## src/rtl/clock_div_pkg.sv

```systemverilog
// Shared constants and helpers for the clock divider.
// Optional feature macro: CLOCK_DIV_ODD_HALF_EN (see clock_div.sv).
package clock_div_pkg;

  localparam int DEFAULT_DIVIDE = 4;
  localparam int DEFAULT_CNT_W  = 16;

  // Number of low cycles per period: ceil(N/2).
  function automatic int half_of(input int n);
    return (n + 1) / 2;
  endfunction

endpackage

```

## src/rtl/clock_div_counter.sv

```systemverilog
// Modulo-DIVIDE phase counter for the clock divider; synchronous active-low reset.
module clock_div_counter
  import clock_div_pkg::*;
#(
  parameter int DIVIDE = DEFAULT_DIVIDE,
  parameter int CNT_W  = DEFAULT_CNT_W
) (
  input  logic             clk_in,
  input  logic             reset,
  output logic [CNT_W-1:0] cnt
);

  localparam logic [CNT_W-1:0] LAST = CNT_W'(DIVIDE - 1);

  logic [CNT_W-1:0] cnt_q;
  logic [CNT_W-1:0] cnt_d;

  always_comb begin
    cnt_d = '0;
    if (reset) begin
      cnt_d = (cnt_q == LAST) ? '0 : cnt_q + CNT_W'(1);
    end
  end

  always_ff @(posedge clk_in) begin
    cnt_q <= cnt_d;
  end

  assign cnt = cnt_q;

endmodule

```

## src/rtl/clock_div.sv

```systemverilog
// Integer clock divider: clk_out = clk_in / DIVIDE, low ceil(N/2) cycles then high.
// Define CLOCK_DIV_ODD_HALF_EN to get a 50% duty cycle for odd DIVIDE.
module clock_div
  import clock_div_pkg::*;
#(
  parameter int DIVIDE = DEFAULT_DIVIDE,
  parameter int CNT_W  = DEFAULT_CNT_W
) (
  input  logic clk_in,
  input  logic reset,
  output logic clk_out
);

  localparam logic [CNT_W-1:0] LAST = CNT_W'(DIVIDE - 1);
  localparam logic [CNT_W-1:0] HALF = CNT_W'(half_of(DIVIDE));

  // Reject ratios the counter cannot represent (DIVIDE - 1 must fit in CNT_W bits).
  if (DIVIDE < 2 || ((DIVIDE - 1) >> CNT_W) != 0) begin : g_bad_param
    $error("clock_div: illegal DIVIDE=%0d for CNT_W=%0d", DIVIDE, CNT_W);
  end

  logic [CNT_W-1:0] cnt;
  logic [CNT_W-1:0] cnt_next;
  logic             q_pos_q;
  logic             q_pos_d;

  clock_div_counter #(
    .DIVIDE (DIVIDE),
    .CNT_W  (CNT_W)
  ) u_counter (
    .clk_in (clk_in),
    .reset  (reset),
    .cnt    (cnt)
  );

  // q_pos looks at the value the counter is about to take, so the wrap to 0
  // and the falling edge of q_pos land on the same clk_in edge.
  always_comb begin
    cnt_next = (cnt == LAST) ? '0 : cnt + CNT_W'(1);
    q_pos_d  = reset && (cnt_next >= HALF);
  end

  always_ff @(posedge clk_in) begin
    q_pos_q <= q_pos_d;
  end

`ifdef CLOCK_DIV_ODD_HALF_EN
  if ((DIVIDE % 2) == 1) begin : g_odd_half
    logic q_neg_q;
    logic q_neg_d;

    always_comb begin
      q_neg_d = reset ? q_pos_q : 1'b0;
    end

    // Half-cycle delayed copy stretches the high phase by half a clk_in period.
    always_ff @(negedge clk_in) begin
      q_neg_q <= q_neg_d;
    end

    assign clk_out = q_pos_q | q_neg_q;
  end else begin : g_even
    assign clk_out = q_pos_q;
  end
`else
  assign clk_out = q_pos_q;
`endif

endmodule

```

## config.mk

```make
export PLATFORM = sky130hd
export DESIGN_NAME = clock_div
export DESIGN_NICKNAME = d
export VERILOG_FILES = /design/src/rtl/clock_div_pkg.sv /design/src/rtl/clock_div_counter.sv /design/src/rtl/clock_div.sv
export SDC_FILE = /design/constraint.sdc
export NUM_CORES = 1
export LEC_CHECK = 0
export ABC_AREA = 1
export CAP_MARGIN = 20
export CORE_MARGIN = 2
export CORE_UTILIZATION = 45
export CTS_CLUSTER_DIAMETER = 100
export CTS_CLUSTER_SIZE = 16
export DETAILED_ROUTE_END_ITERATION = 10
export GPL_TIMING_DRIVEN = 0
export PLACE_DENSITY = 0.64
export SYNTH_ARGS = -nofsm -noshare
export SYNTH_HDL_FRONTEND = slang
export SYNTH_SLANG_ARGS = --single-unit
```

## constraint.sdc

```tcl
create_clock -name clk_in -period 4.69 [get_ports clk_in]
set_input_delay 0.7035 -clock clk_in [delete_from_list [all_inputs] [get_ports clk_in]]
set_output_delay 0.7035 -clock clk_in [all_outputs]
set_load 0.02 [all_outputs]
```

== Word-level counts from Yosys, hierarchy flattened ==
Index checks and enable logic that the tools add are counted.
Word-level totals
  register bits after elaboration: 17
  input port bits: 2
  output and inout port bits: 1
  word-level logic and storage cells: 7
Operators by class
  add/subtract/negate cells: 1
  order comparisons: 1
  eq/ne operators: 1
  muxes and demuxes: 1
  reduce and logical (&&, ||, !) cells: 1
Operators with widths (count)
  $add 16x1->16 const B: 1
  $eq 16x2->1 const B: 1
  $ge 16x2->1 const B: 1
  $mux 16: 1
  $logic_and 1x1->1: 1

== Depth between registers and ports, before layout ==
  depth in word-level cells: 4
  gate-level depth with buffers: 13
  mapped depth without buffers: 13

== Modules after synthesis ==
Synthesis repeated with hierarchy kept, for this count alone.
Unflattened totals
  cell total of the unflattened synthesis: 234
  area, all modules: 1385.1 µm²
Modules (own cells, without submodules)
  clock_div_counter: instances 1, cells each 123, area each 824.5 µm², seq. area each 320.3 µm²
  clock_div: instances 1, cells each 111, area each 560.5 µm², seq. area each 20.0 µm²

== Least setup slack after synthesis ==
No wires, ideal clock.
  kind: register to register
  from: register u_counter.cnt_q[0], in the netlist u_counter.cnt[0]
  to: register q_pos_q, in the netlist clk_out
  library setup time: 0.109 ns
  arrival time: 1.361 ns
  data required time: 4.581 ns
  path slack: 3.221 ns
  cell stages (with the launch flop): 11
  path buffers: 0
  period minus slack after synthesis: 1.469 ns
  path through: dfxtp_1 -> ha_1 -> inv_1 -> nor2_1 -> nand2_1 -> xor2_1 -> nand2_1 -> nor2_1 -> nand3_1 -> nand2_1 -> inv_1
On the way
  word-level cells in the longest chain between the ends: 4
  elaborated cells between the ends (all ways): 5
  those cells by class: add/sub (1); order compare (1); eq/ne (1); mux (1); reduce/logical (1)
RTL lines
  from (decl): line clock_div_counter.sv:15  | logic [CNT_W-1:0] cnt_q;
  from (signal assigned): line clock_div_counter.sv:26  | cnt_q <= cnt_d;
  $add 16x1->16 or $eq 16x2->1 (tied branches): line clock_div.sv:39  | cnt_next = (cnt == LAST) ? '0 : cnt + CNT_W'(1);
  $mux 16 *
  $ge 16x2->1 *: line clock_div.sv:40  | q_pos_d = reset && (cnt_next >= HALF);
  $logic_and 1x1->1 *: line clock_div.sv:40
  via q_pos_d: line clock_div.sv:25  | logic q_pos_d;
  to (signal assigned): line clock_div.sv:44  | q_pos_q <= q_pos_d;
  to (decl): line clock_div.sv:24  | logic q_pos_q;
The timed path passes the listed nets; every way through them passes the cells marked *.
A chain may end at the register's enable or synchronous reset.

== Worst setup path after layout ==
  from: register q_pos_q, in the netlist clk_out
  to: output clk_out
RTL lines
  to (decl): line clock_div.sv:11  | output logic clk_out
No word-level cell between the ends.

==> run metrics <==
status finished clean; mux cell area share after synthesis 0; worst hold start u_counter.cnt[0]; synth cell count leaders 52 x nand2_1, 40 x nor2_1, 17 x dfxtp_1, 13 x inv_1, 8 x nand3_1; Yosys top cell by area dfxtp_1; Pleak 0.437 nW; global-route wire length before repair 3390 um; post-CTS setup repair buffer count 0; Internal Power 0.000194 W; most common cell in the synthesized netlist nand2_1; Synth Area in Simple Gates 0.483; share of cells above drive strength 1 0.0621; final instance area 1030 sq um; largest net degree at the start of global routing 11; MaxCap Viol Count 0; Clk pwr share 0.309; Hold Vio Cnt, Final 0; Rel. slew slack 0.717; drt pass-1 iters 4; post-synthesis cell count 155; vias per cell 4.78; Synthesized Nets 158; H-tree depth 1; Seq pwr share 0.587; Top delay family on crit path buffers and inverters; Worst path slowest cell clkdlybuf4s50_1; GR met1 Demand/Resource 0.228; worst clock skew 7.62 ps; Worst EP required 3990 ps; CP max FO 1; Peak VDD IR 0.000142 V; area share of fa/ha/maj cells after synthesis 0.0132; First DRT Iteration DRCs 20; Final #Nets 165; xor and xnor area share after synthesis 0.0276; routability cong. 0.845; Rows 16; Synth cell types 18; Starting Density 0.480; FILL cells 221; dpl cell area 1000 sq um; unrepaired setup endpoints after global routing false; # DRC 0; # diodes 0; Async SR Flop Fraction 0; post-route ant nets 0; fmax 0.519 GHz; PD cells 251 nW/um^2; I/O Buffers 2; GRT busiest layer met2; vias 898; critical path type reg2out; synthesized area 951 sq um; met3 Track Usage GR 0.0394; Clock Path Buffers 2; clock sinks 17; hold crit path type reg2reg; synthesis-to-finish area growth 8.42%; WHS 505 ps; Skew-Pair Late Insertion Delay 290 ps; # hold bufs at CTS 0; Die Ht 50.0 um; number of global-route vias before repair 825; initial antenna violation count 0; Post-CTS Resized 0; NetSw 0.0000652 W; Compound-Gate Fraction of Synth Area 0.0474; io pins 3; Overflow after GRT 0; routed len/inst 10.3 um; global-route track usage on met2 0.296; worst slew pin tran 424 ps; RR Startpoint u_counter.cnt[0]; Die Wd 50.0 um; Die ar. 2500 sq um; Routed WL 1940 um; EDFF count, synth 0; dominant synthesized flop cell dfxtp_1; main combinational cell family by area after synthesis simple AND/OR/NAND/NOR gates; Core Box Area 1980 sq um; CP endpoint kind output pin; Num CTS Buffers 3; CP Launch Point clk_out; Clk pin slew, worst setup/hold paths 100 ps; critical path cell sequence clkdlybuf4s50_1; Sw Ratio 0.252; synth warn 0; Total GRT Usage 0.182; CTS tree yes; setup TNS 0 ps; largest cells by area after synthesis dfxtp_1 36%, nand2_1 21%, nor2_1 16%; combinational share of power 0.105; WP buf/inv 1; #FFs+latches synth 17; PnR Total Power 0.000259 W; sequential cell area fraction in the yosys report 0.358; # setup viols final 0; CP Launch Type flop; DP Wirelength 1520 um; crit-path max cell delay 600 ps; WP data arrival 1220 ps; syn avg cell area 6.13 sq um; Pins Over Slew Limit 0; Final Critical Period 1930 ps; top-area cell type share of the netlist area 0.358; fin crit share 0.411; clock root cell clkbuf_4
==> area by class of cell <==
| type | count | area, sq um | share of cell area |
|---|---|---|---|
| inverter | 15 | 56.3 | 0.0546 |
| tap | 27 | 33.8 | 0.0328 |
| buffer | 2 | 11.3 | 0.0109 |
| sequential | 17 | 340 | 0.330 |
| timing repair buffer | 2 | 20.0 | 0.0194 |
| clock buffer | 4 | 26.3 | 0.0255 |
| multi-input combinational | 121 | 543 | 0.527 |
==> cell families after synthesis <==
logic type                 after synthesis
AOI/OAI and AO/OA                        6
xor gates and xnor gates                 3
adders and majority gates                1
buffers and inverters                   17
DFF                                     17
and+or+nand+nor                        111
==> path summary, 6_finish.rpt <==
path,endpoint,slack (ps),cells after the start
max reg2reg,clk_out,2920,12
max,clk_out,2760,1
min,u_counter.cnt[0],510,1
min reg2reg,u_counter.cnt[0],510,1
==> cell usage in the layout (no fill, tap or decap), types with 2 or more instances in the layout <==
cell type and n:
clkbuf_4 3, o21bai_1 5, nor2_2 2, xor2_1 3, inv_1 13, nand2_1 52
dfxtp_1 17, nand4_1 5, nand3_1 8, clkdlybuf4s50_1 2, nand2_2 2, nor2_1 40
clkbuf_1 2
==> metal layers <==
| layer | vias to the layer above | wire length, um |
|---|---|---|
| met5 | - | 0 |
| met4 | 0 | 38 |
| met3 | 5 | 78 |
| met2 | 17 | 833 |
| met1 | 381 | 985 |
| li1 | 495 | - |
==> registers in the layout, summed over array words and instances (netlist names) <==
name           flops
u_counter.cnt     16
clk_out            1
==> power groups by stage <==
stage,Combinational [W],Clock (W),Sequential [W]
final,0.0000271,0.0000799,0.000152
after global routing,0.0000317,0.0000880,0.000153
after CTS,0.0000279,0.0000819,0.000152
after detailed placement,0.0000277,0,0.000155
after global placement,0.0000275,0,0.000155
after floorplan,0.0000172,0,0.000157
==> per-stage QoR <==
| step | worst slack, ps | std cells | util |
|---|---|---|---|
| after floorplan | 3220 | 155 | - |
| after global placement | 2760 | 184 | 0.507 |
| after detailed placement | 2730 | 184 | 0.507 |
| after CTS | 2750 | 188 | 0.520 |
| after global routing | 2700 | 188 | 0.520 |
| final | 2760 | 188 | 0.520 |
Note: power is estimated with default switching activity, not from simulation.
==> edit, RTL diff (config.mk and constraints unchanged) <==
The package constant `DEFAULT_CNT_W` goes from 16 to 24.
--- a/src/rtl/clock_div_pkg.sv
+++ b/src/rtl/clock_div_pkg.sv
@@ -5,3 +5,3 @@
   localparam int DEFAULT_DIVIDE = 4;
-  localparam int DEFAULT_CNT_W  = 16;
+  localparam int DEFAULT_CNT_W  = 24;
 
Formal check against the unedited RTL: no difference found for any inputs over 10 cycles, from zero or initial values and one cycle with reset low; that may be too few to reach the edited logic, so the function may still have changed.
==> edit against the original RTL <==
  * Final area up 58%
  * Worst setup slack worse by 0.0075 ns
  * Sequential cell count up 8
  * Area after synthesis increased by 60%
  * Power is 36% higher
  * Maximum frequency shrank 0.39%
  * Sequential power is 45% higher
  * Wire length increased by 67%
  * Highest routed layer unchanged
  * Global-route usage is 0.17 points higher
  * First-iteration DRC count rose to 2.9 times the old value
  * Die area rose by 55%
==> edit: results (changes against the original RTL) <==
INFO  place          half_perimeter_wire_length_after_detailed_placement=2610µm [was 1520 µm]
INFO  global_route   grt_first_pass_wirelength=5650µm [was 3390 µm]
INFO  place          place_area=0.00160mm² [was 0.00100 mm²]
INFO  routing        initialDrtViolationCount=57 [was 20]
INFO  logic_synthesis synth_fp_nets=257 [was 158]
INFO  global_route   use_met3=2.72% [was 3.94%]
INFO  logic_synthesis synth_top_cells_by_count=88 x nand2_1, 59 x nor2_1, 28 x inv_1, 25 x dfxtp_1, 22 x nand3_1 [was 52 x nand2_1, 40 x nor2_1, 17 x dfxtp_1, 13 x inv_1, 8 x nand3_1]
INFO  global_route   pin_count_of_the_biggest_net_entering_global_routing=14 [was 11]
INFO  clock_network  clock_insertion_delay_worst_skew=0.32ns [was 0.29 ns]
INFO  clock_network  clock_pin_transition_on_the_worst_setup_and_hold_timing_paths=0.14ns [was 0.10 ns]
INFO  power          powerDensity=217mW/mm² [was 251 mW/mm²]
INFO  place          place_ws=2.78ns [was 2.73 ns]
INFO  final_layout   multi_input_area=903µm² [was 543 µm²]
INFO  global_route   number_of_global_route_vias_before_repair=1260 [was 825]
INFO  final_layout   non_clock_buffer_area_share=1.69% [was 3.03%]
INFO  run_status     outcome=completed [unchanged]
INFO  timing         timing.clock.skew=0.00341ns [was 0.00762 ns]
INFO  global_route   grt_util_met1=26.7% [was 22.8%]
INFO  power          power.sequential.fraction=62.8% [was 58.7%]
INFO  final_layout   final_cell_area=0.00162mm² [was 0.00103 mm²]
INFO  logic_synthesis synth_top_area_cells=dfxtp_1 33%, nand2_1 22%, nor2_1 15% [was dfxtp_1 36%, nand2_1 21%, nor2_1 16%]
INFO  routing        routed_wl_per_cell=10.6µm [was 10.3 µm]
INFO  timing         slew_headroom=67.3% [was 71.7%]
INFO  logic_synthesis sequential_area_share_after_synthesis=32.9% [was 35.8%]
INFO  global_route   grt_util_all_layers=18.3% [was 18.2%]
INFO  final_layout   nMultiInputCombCells=198 [was 121]
INFO  routing        vias=1438 [was 898]
INFO  routing        drt_wl_total=3240µm [was 1940 µm]
INFO  logic_synthesis synth_xor_area_share=0% [was 2.76%]
INFO  routing        route.met2.wl=1380µm [was 833 µm]
INFO  routing        met1Wirelength=1710µm [was 985 µm]
INFO  final_layout   post_route_cells_drive_above_1_share=6.92% [was 6.21%]
INFO  logic_synthesis syn_avg_cell_area=5.99µm² [was 6.13 µm²]
INFO  place          gp_routability_congestion=0.865 [was 0.845]
INFO  global_route   gr-usage-met2=27.4% [was 29.6%]
INFO  final_layout   largest_register_ffs=24 [was 16]
INFO  final_layout   layout.clock.cell_area_share=1.62% [was 2.55%]
## edit: cell types whose count changed after synthesis, sizes merged, moves of 3 or more
cell	before	now
nand2	54	93
nand3	9	22
inv	14	29
xor2	3	0
nor2	42	68
dfxtp	17	25
## edit: final timing paths
path,slack [ns],cells after the start,from,end
worst max-delay path,2.76,1,clk_out$_DFF_P_,clk_out
worst min-delay path,0.49,1,u_counter.cnt[0]$_SDFF_PN0_,u_counter.cnt[0]$_SDFF_PN0_
worst max register to register,2.78,12,u_counter.cnt[0]$_SDFF_PN0_,clk_out$_DFF_P_
worst min register to register,0.49,1,u_counter.cnt[0]$_SDFF_PN0_,u_counter.cnt[0]$_SDFF_PN0_
## edit: metrics by stage
step / utilization [%] / total power [W]
after floorplan: - / 0.000248
after global placement: 48.6 / 0.000258
after detailed placement: 48.6 / 0.000258
after CTS: 49.4 / 0.000355
after global routing: 49.4 / 0.000367
final: 49.4 / 0.000352
